File: src/rtl/multicycle_ctrl.sv
// multicycle_ctrl: multi-cycle sequencer with run/step/halt and retired-instruction counter; MULTICYCLE_CTRL_ILLEGAL_TRAP_EN traps undefined opcodes
module multicycle_ctrl #(
  parameter int COUNT_W = 16
) (
  input  logic               clk,
  input  logic               rst,
  input  logic               run,
  input  logic               step,
  input  logic [5:0]         opcode,
  input  logic [3:0]         funct,
  input  logic               alu_zero,
  output logic               pc_store,
  output logic               reg_block_w,
  output logic               dmem_w,
  output logic [3:0]         alu_funct,
  output logic               m1_num,
  output logic               m2_num,
  output logic               m3_num,
  output logic               m4_num,
  output logic               m5_num,
  output logic               m6_num,
  output logic               m7_num,
  output logic               busy,
  output logic               halted,
  output logic               illegal,
  output logic               instr_done,
  output logic [COUNT_W-1:0] instr_count
);
  localparam logic [2:0] S_IDLE  = 3'd0;
  localparam logic [2:0] S_FETCH = 3'd1;
  localparam logic [2:0] S_EXEC  = 3'd2;
  localparam logic [2:0] S_MEM   = 3'd3;
  localparam logic [2:0] S_WB    = 3'd4;
  localparam logic [2:0] S_HALT  = 3'd5;
  localparam logic [5:0] OP_R    = 6'd0;
  localparam logic [5:0] OP_ADDI = 6'd1;
  localparam logic [5:0] OP_LW   = 6'd2;
  localparam logic [5:0] OP_SW   = 6'd3;
  localparam logic [5:0] OP_BEQ  = 6'd4;
  localparam logic [5:0] OP_BNE  = 6'd5;
  localparam logic [5:0] OP_J    = 6'd6;
  localparam logic [5:0] OP_HALT = 6'd63;
  localparam logic [3:0] ALU_ADD = 4'h0;
  localparam logic [3:0] ALU_SUB = 4'h1;
  logic [2:0]         state_q, state_d;
  logic [9:0]         ir_q, ir_d;
  logic               os_q, os_d;
  logic               done_q;
  logic [COUNT_W-1:0] cnt_q;
  logic [5:0]         op;
  logic [3:0]         fn;
  logic               known, trap, active, fin;
  assign op     = ir_q[9:4];
  assign fn     = ir_q[3:0];
  assign known  = (op <= OP_J) || (op == OP_HALT);
`ifdef MULTICYCLE_CTRL_ILLEGAL_TRAP_EN
  assign trap   = !known;
`else
  assign trap   = 1'b0;
`endif
  assign active = (state_q == S_EXEC) || (state_q == S_MEM) || (state_q == S_WB);
  // fin marks the last cycle of an instruction: it carries pc_store and triggers retirement
  assign fin = ((state_q == S_EXEC) && (op == OP_BEQ || op == OP_BNE || op == OP_J || (!known && !trap)))
            || ((state_q == S_MEM) && (op == OP_SW))
            || (state_q == S_WB);
  always_comb begin
    state_d = state_q;
    ir_d    = ir_q;
    os_d    = os_q;
    case (state_q)
      S_IDLE: begin
        state_d = (run || step) ? S_FETCH : S_IDLE;
        os_d    = !run && step;
      end
      S_FETCH: begin
        ir_d    = {opcode, funct};
        state_d = S_EXEC;
      end
      S_EXEC:  state_d = (op == OP_R || op == OP_ADDI) ? S_WB :
                         (op == OP_LW || op == OP_SW) ? S_MEM :
                         (op == OP_HALT || trap) ? S_HALT : S_IDLE;
      S_MEM:   state_d = S_WB;
      S_HALT:  state_d = S_HALT;
      default: state_d = S_IDLE;
    endcase
    if (fin) begin
      state_d = (run && !os_q) ? S_FETCH : S_IDLE;
      os_d    = 1'b0;
    end
  end
  always_ff @(posedge clk or posedge rst) begin
    if (rst) begin
      state_q <= S_IDLE;
      ir_q    <= '0;
      os_q    <= 1'b0;
      done_q  <= 1'b0;
      cnt_q   <= '0;
    end else begin
      state_q <= state_d;
      ir_q    <= ir_d;
      os_q    <= os_d;
      done_q  <= fin;
      cnt_q   <= cnt_q + COUNT_W'(fin);
    end
  end
  assign pc_store    = fin;
  assign reg_block_w = state_q == S_WB;
  assign dmem_w      = (state_q == S_MEM) && (op == OP_SW);
  assign alu_funct   = !active ? 4'h0 : (op == OP_R) ? fn :
                       (op == OP_BEQ || op == OP_BNE) ? ALU_SUB : ALU_ADD;
  assign m1_num      = active && ((op == OP_BEQ && alu_zero) || (op == OP_BNE && !alu_zero));
  assign m2_num      = active && (op == OP_J);
  assign m3_num      = active && (op == OP_R || op == OP_ADDI || op == OP_LW);
  assign m4_num      = active && (op == OP_R);
  assign m5_num      = active && (op == OP_SW);
  assign m6_num      = active && (op == OP_ADDI || op == OP_LW || op == OP_SW);
  assign m7_num      = active && (op == OP_LW);
  assign busy        = (state_q == S_FETCH) || active;
  assign halted      = state_q == S_HALT;
  assign illegal     = halted && trap;
  assign instr_done  = done_q;
  assign instr_count = cnt_q;
endmodule

File: config.mk
export PLATFORM = sky130hd
export DESIGN_NAME = multicycle_ctrl
export DESIGN_NICKNAME = d
export VERILOG_FILES = /design/src/rtl/multicycle_ctrl.sv
export SDC_FILE = /design/constraint.sdc
export NUM_CORES = 1
export LEC_CHECK = 0
export BUFFER_PORTS_ARGS = -buffer_cell sky130_fd_sc_hd__buf_2
export CORE_ASPECT_RATIO = 0.6
export CORE_MARGIN = 2
export CORE_UTILIZATION = 53
export CTS_BUF_LIST = sky130_fd_sc_hd__clkbuf_16
export DETAILED_ROUTE_END_ITERATION = 6
export PLACE_DENSITY = 0.83
export RECOVER_POWER = 50
export SLEW_MARGIN = 25
export SYNTH_ARGS = -nofsm -noshare
export SYNTH_HDL_FRONTEND = slang
export SYNTH_SLANG_ARGS = --single-unit
File: constraint.sdc
create_clock -name clk -period 5.9 [get_ports clk]
set_input_delay 0 -clock clk [delete_from_list [all_inputs] [get_ports clk]]
set_output_delay 0 -clock clk [all_outputs]
set_load 0.05 [all_outputs]
## Word-level counts from Yosys, hierarchy flattened

Index checks and enable logic that the tools add are counted.

| storage, ports and cells | value |
|---|---|
| output and inout bits | 34 |
| memory bits (read-only) | 0 |
| bits in latches | 0 |
| memories kept | 0 |
| register bits | 31 |
| memory bits (writable) | 0 |

| operators by class | value |
|---|---|
| equality and inequality tests | 12 |
| order comparisons | 1 |
| reduce and logical (&&, ||, !) cells | 36 |
| shifts and indexed selects | 0 |
| muxes and demuxes | 12 |
| $add $sub $neg | 1 |
| bitwise logic cells | 0 |
| div/mod/pow operators | 0 |
| multiply operators | 0 |

Operators with widths:

| cell | number |
|---|---|
| $eq A6 B3 Y1 const B | 3 |
| $add A16 B1 Y16 | 1 |
| $logic_or A1 B1 Y1 | 16 |
| $pmux W3 S5 | 1 |
| $logic_and A1 B1 Y1 | 13 |
| $eq A6 B2 Y1 const B | 2 |
| $mux W3 | 4 |
| $mux W4 | 2 |
| $eq A3 B2 Y1 const B | 2 |
| $eq A3 B3 Y1 const B | 2 |
| $eq A6 B1 Y1 const B | 1 |
| $eq A6 B6 Y1 const B | 1 |
| $le A6 B3 Y1 const B | 1 |
| $logic_not A6 Y1 | 1 |
| $mux W1 | 5 |
| $logic_not A1 Y1 | 4 |
| $eq A3 B1 Y1 const B | 1 |
| $logic_not A3 Y1 | 1 |
| $reduce_bool A2 Y1 | 1 |

## Depth between registers and ports, before layout

| logic depth | value |
|---|---|
| word-level depth | 8 |
| mapped depth | 10 |
| gate-level depth less buffers | 9 |

## Worst setup path before layout

OpenSTA, ideal clock, no wires.

| timing path | value |
|---|---|
| kind | reg-to-output |
| from | register ir_q[7] |
| to | output alu_funct[1] |
| cell stages (with the launch flop) | 4 |
| arrival time | 3.200 ns |
| required time | 5.900 ns |
| slack | 2.700 ns |
| cell sequence | dfrtp_1 or4_4 nor4_1 and2_1 |

| on the way | value |
|---|---|
| longest elaborated chain between the ends | 3 |

Ends and longest elaborated chain:

| what | RTL line | text |
|---|---|---|
| from (decl) | 46 | `logic [9:0] ir_q, ir_d;` |
| from (signal assigned) | 100 | `ir_q <= ir_d;` |
| $logic_not A6 Y1 | 109 | `assign alu_funct = !active ? 4'h0 : (op == OP_R) ? fn :` |
| $mux W4 (2 in series) | 109 |  |
| to (decl) | 15 | `output logic [3:0] alu_funct,` |

Every way passes these cells.

## Final worst setup path

| timing path | value |
|---|---|
| from | register ir_q[6] |
| to | register cnt_q[15], in the netlist instr_count[15] |

| on the way | value |
|---|---|
| longest elaborated chain between the ends | 8 |
| elaborated cells between the ends (all ways) | 16 |
| those cells by class | add/sub (1); order compare (1); eq/ne (5); reduce/logical (9) |

Ends and longest elaborated chain:

| what | RTL line | text |
|---|---|---|
| $le A6 B3 Y1, or another cell as far along | 55 | `assign known = (op <= OP_J) \|\| (op == OP_HALT);` |
| $logic_or A1 B1 Y1 (on tied branches) | 55, 63 |  |
| $logic_not A1 Y1 / $logic_or A1 B1 Y1 (equally long branches) | 63 | `assign fin = ((state_q == S_EXEC) && (op == OP_BEQ \|\| op == OP_BNE \|\| op == OP_J \|\| (!known && !trap)))` |
| $logic_or A1 B1 Y1 | 63 |  |
| $logic_and A1 B1 Y1 | 63 |  |
| $logic_or A1 B1 Y1 * | 64 | `\|\| ((state_q == S_MEM) && (op == OP_SW))` |
| $logic_or A1 B1 Y1 * | 65 | `\|\| (state_q == S_WB);` |
| $add A16 B1 Y16 * | 103 | `cnt_q <= cnt_q + COUNT_W'(fin);` |
| to (signal assigned) | 103 |  |
| to (decl) | 49 | `logic [COUNT_W-1:0] cnt_q;` |

Every way passes the cells marked *; elsewhere a longest branch is shown, timed or not.
A chain may end at the register's enable or synchronous reset.

==> flow_results.org <==
** Status
- The flow ran to the end, and the final reports show no timing, DRC or antenna violations.

** Logic synthesis
- Of the total synthesized cell area, the portion taken by full adders, half adders and majority gates is 0.0167.
- Area share of the largest cell type after synthesis :: 0.517
- Number of distinct library cells after synthesis :: 35
- The portion of synthesized area spent on multiplexers is 0.0675.
- Yosys attributes the largest share of cell area to sky130_fd_sc_hd__dfrtp_1 (52%), sky130_fd_sc_hd__mux2_2 (6.8%), sky130_fd_sc_hd__xnor2_1 (6.4%).
- Of the total synthesized cell area, the portion taken by AND, OR, NAND and NOR gates is 0.209.
- The average instance in the mapped netlist occupies 10.4 um2.
- Synthesis produced a netlist with a net count of 162.
- Warnings, synthesis :: 0
- After synthesis the netlist holds a flip-flop and latch count of 31.
- Portion of the post-synthesis area used by sequential elements :: 0.517
- Counting flops with an async set or reset pin after synthesis yields a share of 1.00.
- The compound-cell area share of the yosys netlist is 0.0658.
- Main flop type after synthesis :: sky130_fd_sc_hd__dfrtp_1
- Main combinational cell family by area after synthesis :: simple AND/OR/NAND/NOR gates
- Summed over all instances, the cell type with the most area after synthesis is sky130_fd_sc_hd__dfrtp_1.
- Post-Synthesis Cell Area :: 0.00150 mm2
- The cell count after synthesis came out at 145.
- Post-synthesis share of cell area spent on xor and xnor gates :: 0.0933
- Yosys mapped a number of flops with a built-in enable equal to 0.

** Clock tree
- Clock root buffer master :: sky130_fd_sc_hd__clkbuf_16
- After clock tree synthesis, the clock-pin slew on the worst setup and hold paths is 0.05 ns.
- Total CTS buffers :: 5
- In this run, post-CTS hold repair placed 11 buffers.
- Clock Latency Late Sink :: 0.28 ns
- PostCTS Resize Cnt :: 0
- Counting along the longest clock path gives a buffer depth of 2.
- The H-tree was split into 2 levels.
- Sinks on the clock net :: 31
- Clock tree from TritonCTS :: yes
- In this run the post-CTS setup repair buffer count came out at 0.

** Cells and area
- The sequential cells in the finished layout cover a total of 776 um2.
- The library cells used most frequently in the layout, excluding fill and tap cells, are sky130_fd_sc_hd__buf_2 (31), sky130_fd_sc_hd__dfrtp_1 (31), sky130_fd_sc_hd__clkbuf_1 (16).
- Of the cells placed in the final design, the portion with a size suffix greater than 1 is 0.248.
- In the final design database the tool counted 222 nets.
- Multi-input gate area in the final layout :: 683 um2
- After filler insertion, the fill cell instance count of the layout stands at 189.
- The area growth from synthesis to layout is 33.7%.
- Final Cell Area :: 0.00201 mm2
- Diode count :: 0

** Detailed routing
- Dividing the detail-routed wire length by the instance count gives 15.9 um.
- Dividing the detail-routed via count by the number of cells gives 5.52.
- After detailed routing, the number of remaining DRC violations is 0.
- Post-DRT Antenna Nets :: 0
- The pre-antenna-repair detailed-routing pass consisted of 5 iterations.
- Iteration-0 DRC count of the detailed router :: 103
- Routed via count :: 1314
- Summed over all layers, the routed wires come to 3780 um.

** Worst hold path
- The startpoint identified for the worst hold timing path is run.
- The min-delay analysis places its worst path in the category in -> reg.

** STA
- In the final timing run, aggregate negative setup slack is 0 ns.
- Setup violations remaining at the end of the flow were counted as 0.
- For the final database, setup skew stands at 0.00140 ns.
- Setup repair after global routing missed its margin :: no
- Number of hold violations in the final report :: 0
- The routed design could run at a clock period as short as 2.94 ns.
- Of the available clock period, the critical path in the final layout requires 0.498.
- Max-slew violation total from the final report :: 0
- In this run the tightest slew margin relative to its limit is 0.242.
- Max Freq :: 341 MHz
- Worst Max-Slew Pin Slew :: 1.14 ns

** Die
- In this run the vertical extent of the chip is 45.2 um.
- In this run the core area contains 14 standard-cell rows.
- Die Outline Area :: 0.00329 mm2
- In this run the count of I/O pins placed on the die edge is 49.
- Horiz. Die Dim :: 72.7 um
- Area of the core region :: 0.00259 mm2
- Initial standard-cell utilization of the core :: 0.579

** Worst setup path
- The worst setup path is captured at a flip-flop.
- Data on the critical path arrives at its endpoint at 3.14 ns.
- Data on the critical path is required at its endpoint by 6.10 ns.
- The worst setup path is launched from a flip-flop.
- In this run the critical register-to-register path is captured at instr_count[15].
- In this run the worst setup path begins at ir_q[6].
- Along the worst path, the maximum fanout reaches 6.
- In this run the register-to-register setup slack is 2.96 ns.
- The worst register-to-register path has a depth of 8.
- Worst Path Class, Setup :: reg -> reg
- Source of the worst register-to-register timing path :: ir_q[6]
- The most critical setup path has its endpoint at instr_count[15].

** Placement
- Summed over all nets, the half-perimeter wirelength after detailed placement is 2490 um.
- Input and output buffers added on the ports amount to 47.
- The congestion estimate from routability-driven global placement came to 0.896.
- Placement Cell Area :: 0.00175 mm2

** GRT
- Entering global routing, the biggest net connects 32 pins.
- The first global-routing pass estimated 6000 um of wire.
- Summed over all layers, the global routing overflow is 0.
- Combined global-route utilization of all metal layers :: 0.255
- Antenna violations before repair :: 0
- Number of global-route vias before repair :: 1295

** Pwr
- In this run the power density over the cells is 504 mW/mm2.
- Leakage Power :: 0.958 nW
- IR analysis of the VDD net gives a maximum drop of 367 uV.

** Job
- Number of max-cap violations :: 0
critical path: stages (launching register included):
cell and delay [ns]:
sky130_fd_sc_hd__dfrtp_1 0.44, sky130_fd_sc_hd__or4_4 0.57, sky130_fd_sc_hd__or3_1 0.40, sky130_fd_sc_hd__a21oi_2 0.17, sky130_fd_sc_hd__or2_2 0.15, sky130_fd_sc_hd__ha_1 0.23, sky130_fd_sc_hd__nand4_1 0.26, sky130_fd_sc_hd__nor4_1 0.47
sky130_fd_sc_hd__xor2_1 0.17
registers in the layout, summed over array words and instances, names as in the netlist:
signal,count
instr_done,1
instr_count,16
os_q,1
state_q,3
ir_q,10
synth_stat cells (2+ instances only):
library cell and instances:
sky130_fd_sc_hd__xnor2_1 11, sky130_fd_sc_hd__nand4_1 5, sky130_fd_sc_hd__a21oi_1 6, sky130_fd_sc_hd__inv_1 5, sky130_fd_sc_hd__nor2_1 12, sky130_fd_sc_hd__nor4_1 4, sky130_fd_sc_hd__o21ai_0 4, sky130_fd_sc_hd__nand2b_1 3
sky130_fd_sc_hd__xor2_1 5, sky130_fd_sc_hd__nor3_1 3, sky130_fd_sc_hd__clkbuf_1 2, sky130_fd_sc_hd__dfrtp_1 31, sky130_fd_sc_hd__and2_1 4, sky130_fd_sc_hd__mux2_2 9, sky130_fd_sc_hd__nand2_1 14, sky130_fd_sc_hd__ha_1 2
sky130_fd_sc_hd__and4_1 2, sky130_fd_sc_hd__and3_1 2, sky130_fd_sc_hd__nand3_1 5
metal layers:
layer / wire [um] / track usage
met1: 1600 / 0.296
met2: 1840 / 0.444
met3: 307 / 0.0915
met4: 31 / 0.0963
met5: 0 / 0
worst min-delay path by stage:
stage / endpoint / slack (ns) / cells after the start
floorplan: instr_count[0] / 0.10 / 1
global placement: ir_q[4] / 0.21 / 3
detailed placement: ir_q[1] / 0.12 / 2
CTS: state_q[0] / 0.03 / 2
global route: state_q[0] / 0.04 / 2
finish: state_q[0] / 0.03 / 2
cell type report:
| type | instances | share of cell area |
|---|---|---|
| Sequential cell | 31 | 0.387 |
| Multi-Input combinational cell | 104 | 0.340 |
| Timing Repair Buffer | 58 | 0.162 |
| Clock buffer | 5 | 0.0623 |
| Tap cell | 32 | 0.0200 |
| Clock inverter | 3 | 0.0193 |
| Inverter | 5 | 0.00935 |
metrics by stage:
| step | hold WS (ns) | cells | setup WS, ns | util | power [mW] |
|---|---|---|---|---|---|
| 2_1_floorplan | 0.104 | 145 | 2.70 | - | 0.634 |
| 3_3_place_gp | 0.206 | 219 | 3.19 | 0.676 | 0.702 |
| 3_5_place_dp | 0.116 | 219 | 3.09 | 0.676 | 0.717 |
| 4_1_cts | 0.0272 | 238 | 2.97 | 0.782 | 1.01 |
| 5_1_grt | 0.0403 | 238 | 2.77 | 0.774 | 1.06 |
| 6_report | 0.0309 | 238 | 2.96 | 0.774 | 1.01 |
power by group:
part	switching (mW)	internal, mW
clock network	0.0900	0.196
logic	0.237	0.123
registers	0.0859	0.278
total	0.413	0.598
cells by family (layout without fill, tap and decap cells):
logic type      count (synthesis)  in the layout
flops                          31             31
mux                             9              9
xor+xnor                       16             16
fa+ha+maj                       2              2
simple gates                   60             60
compound gates                 16             16
buf+inv                        10             71
other cells                     1              1
(Power assumes the default switching activity.)
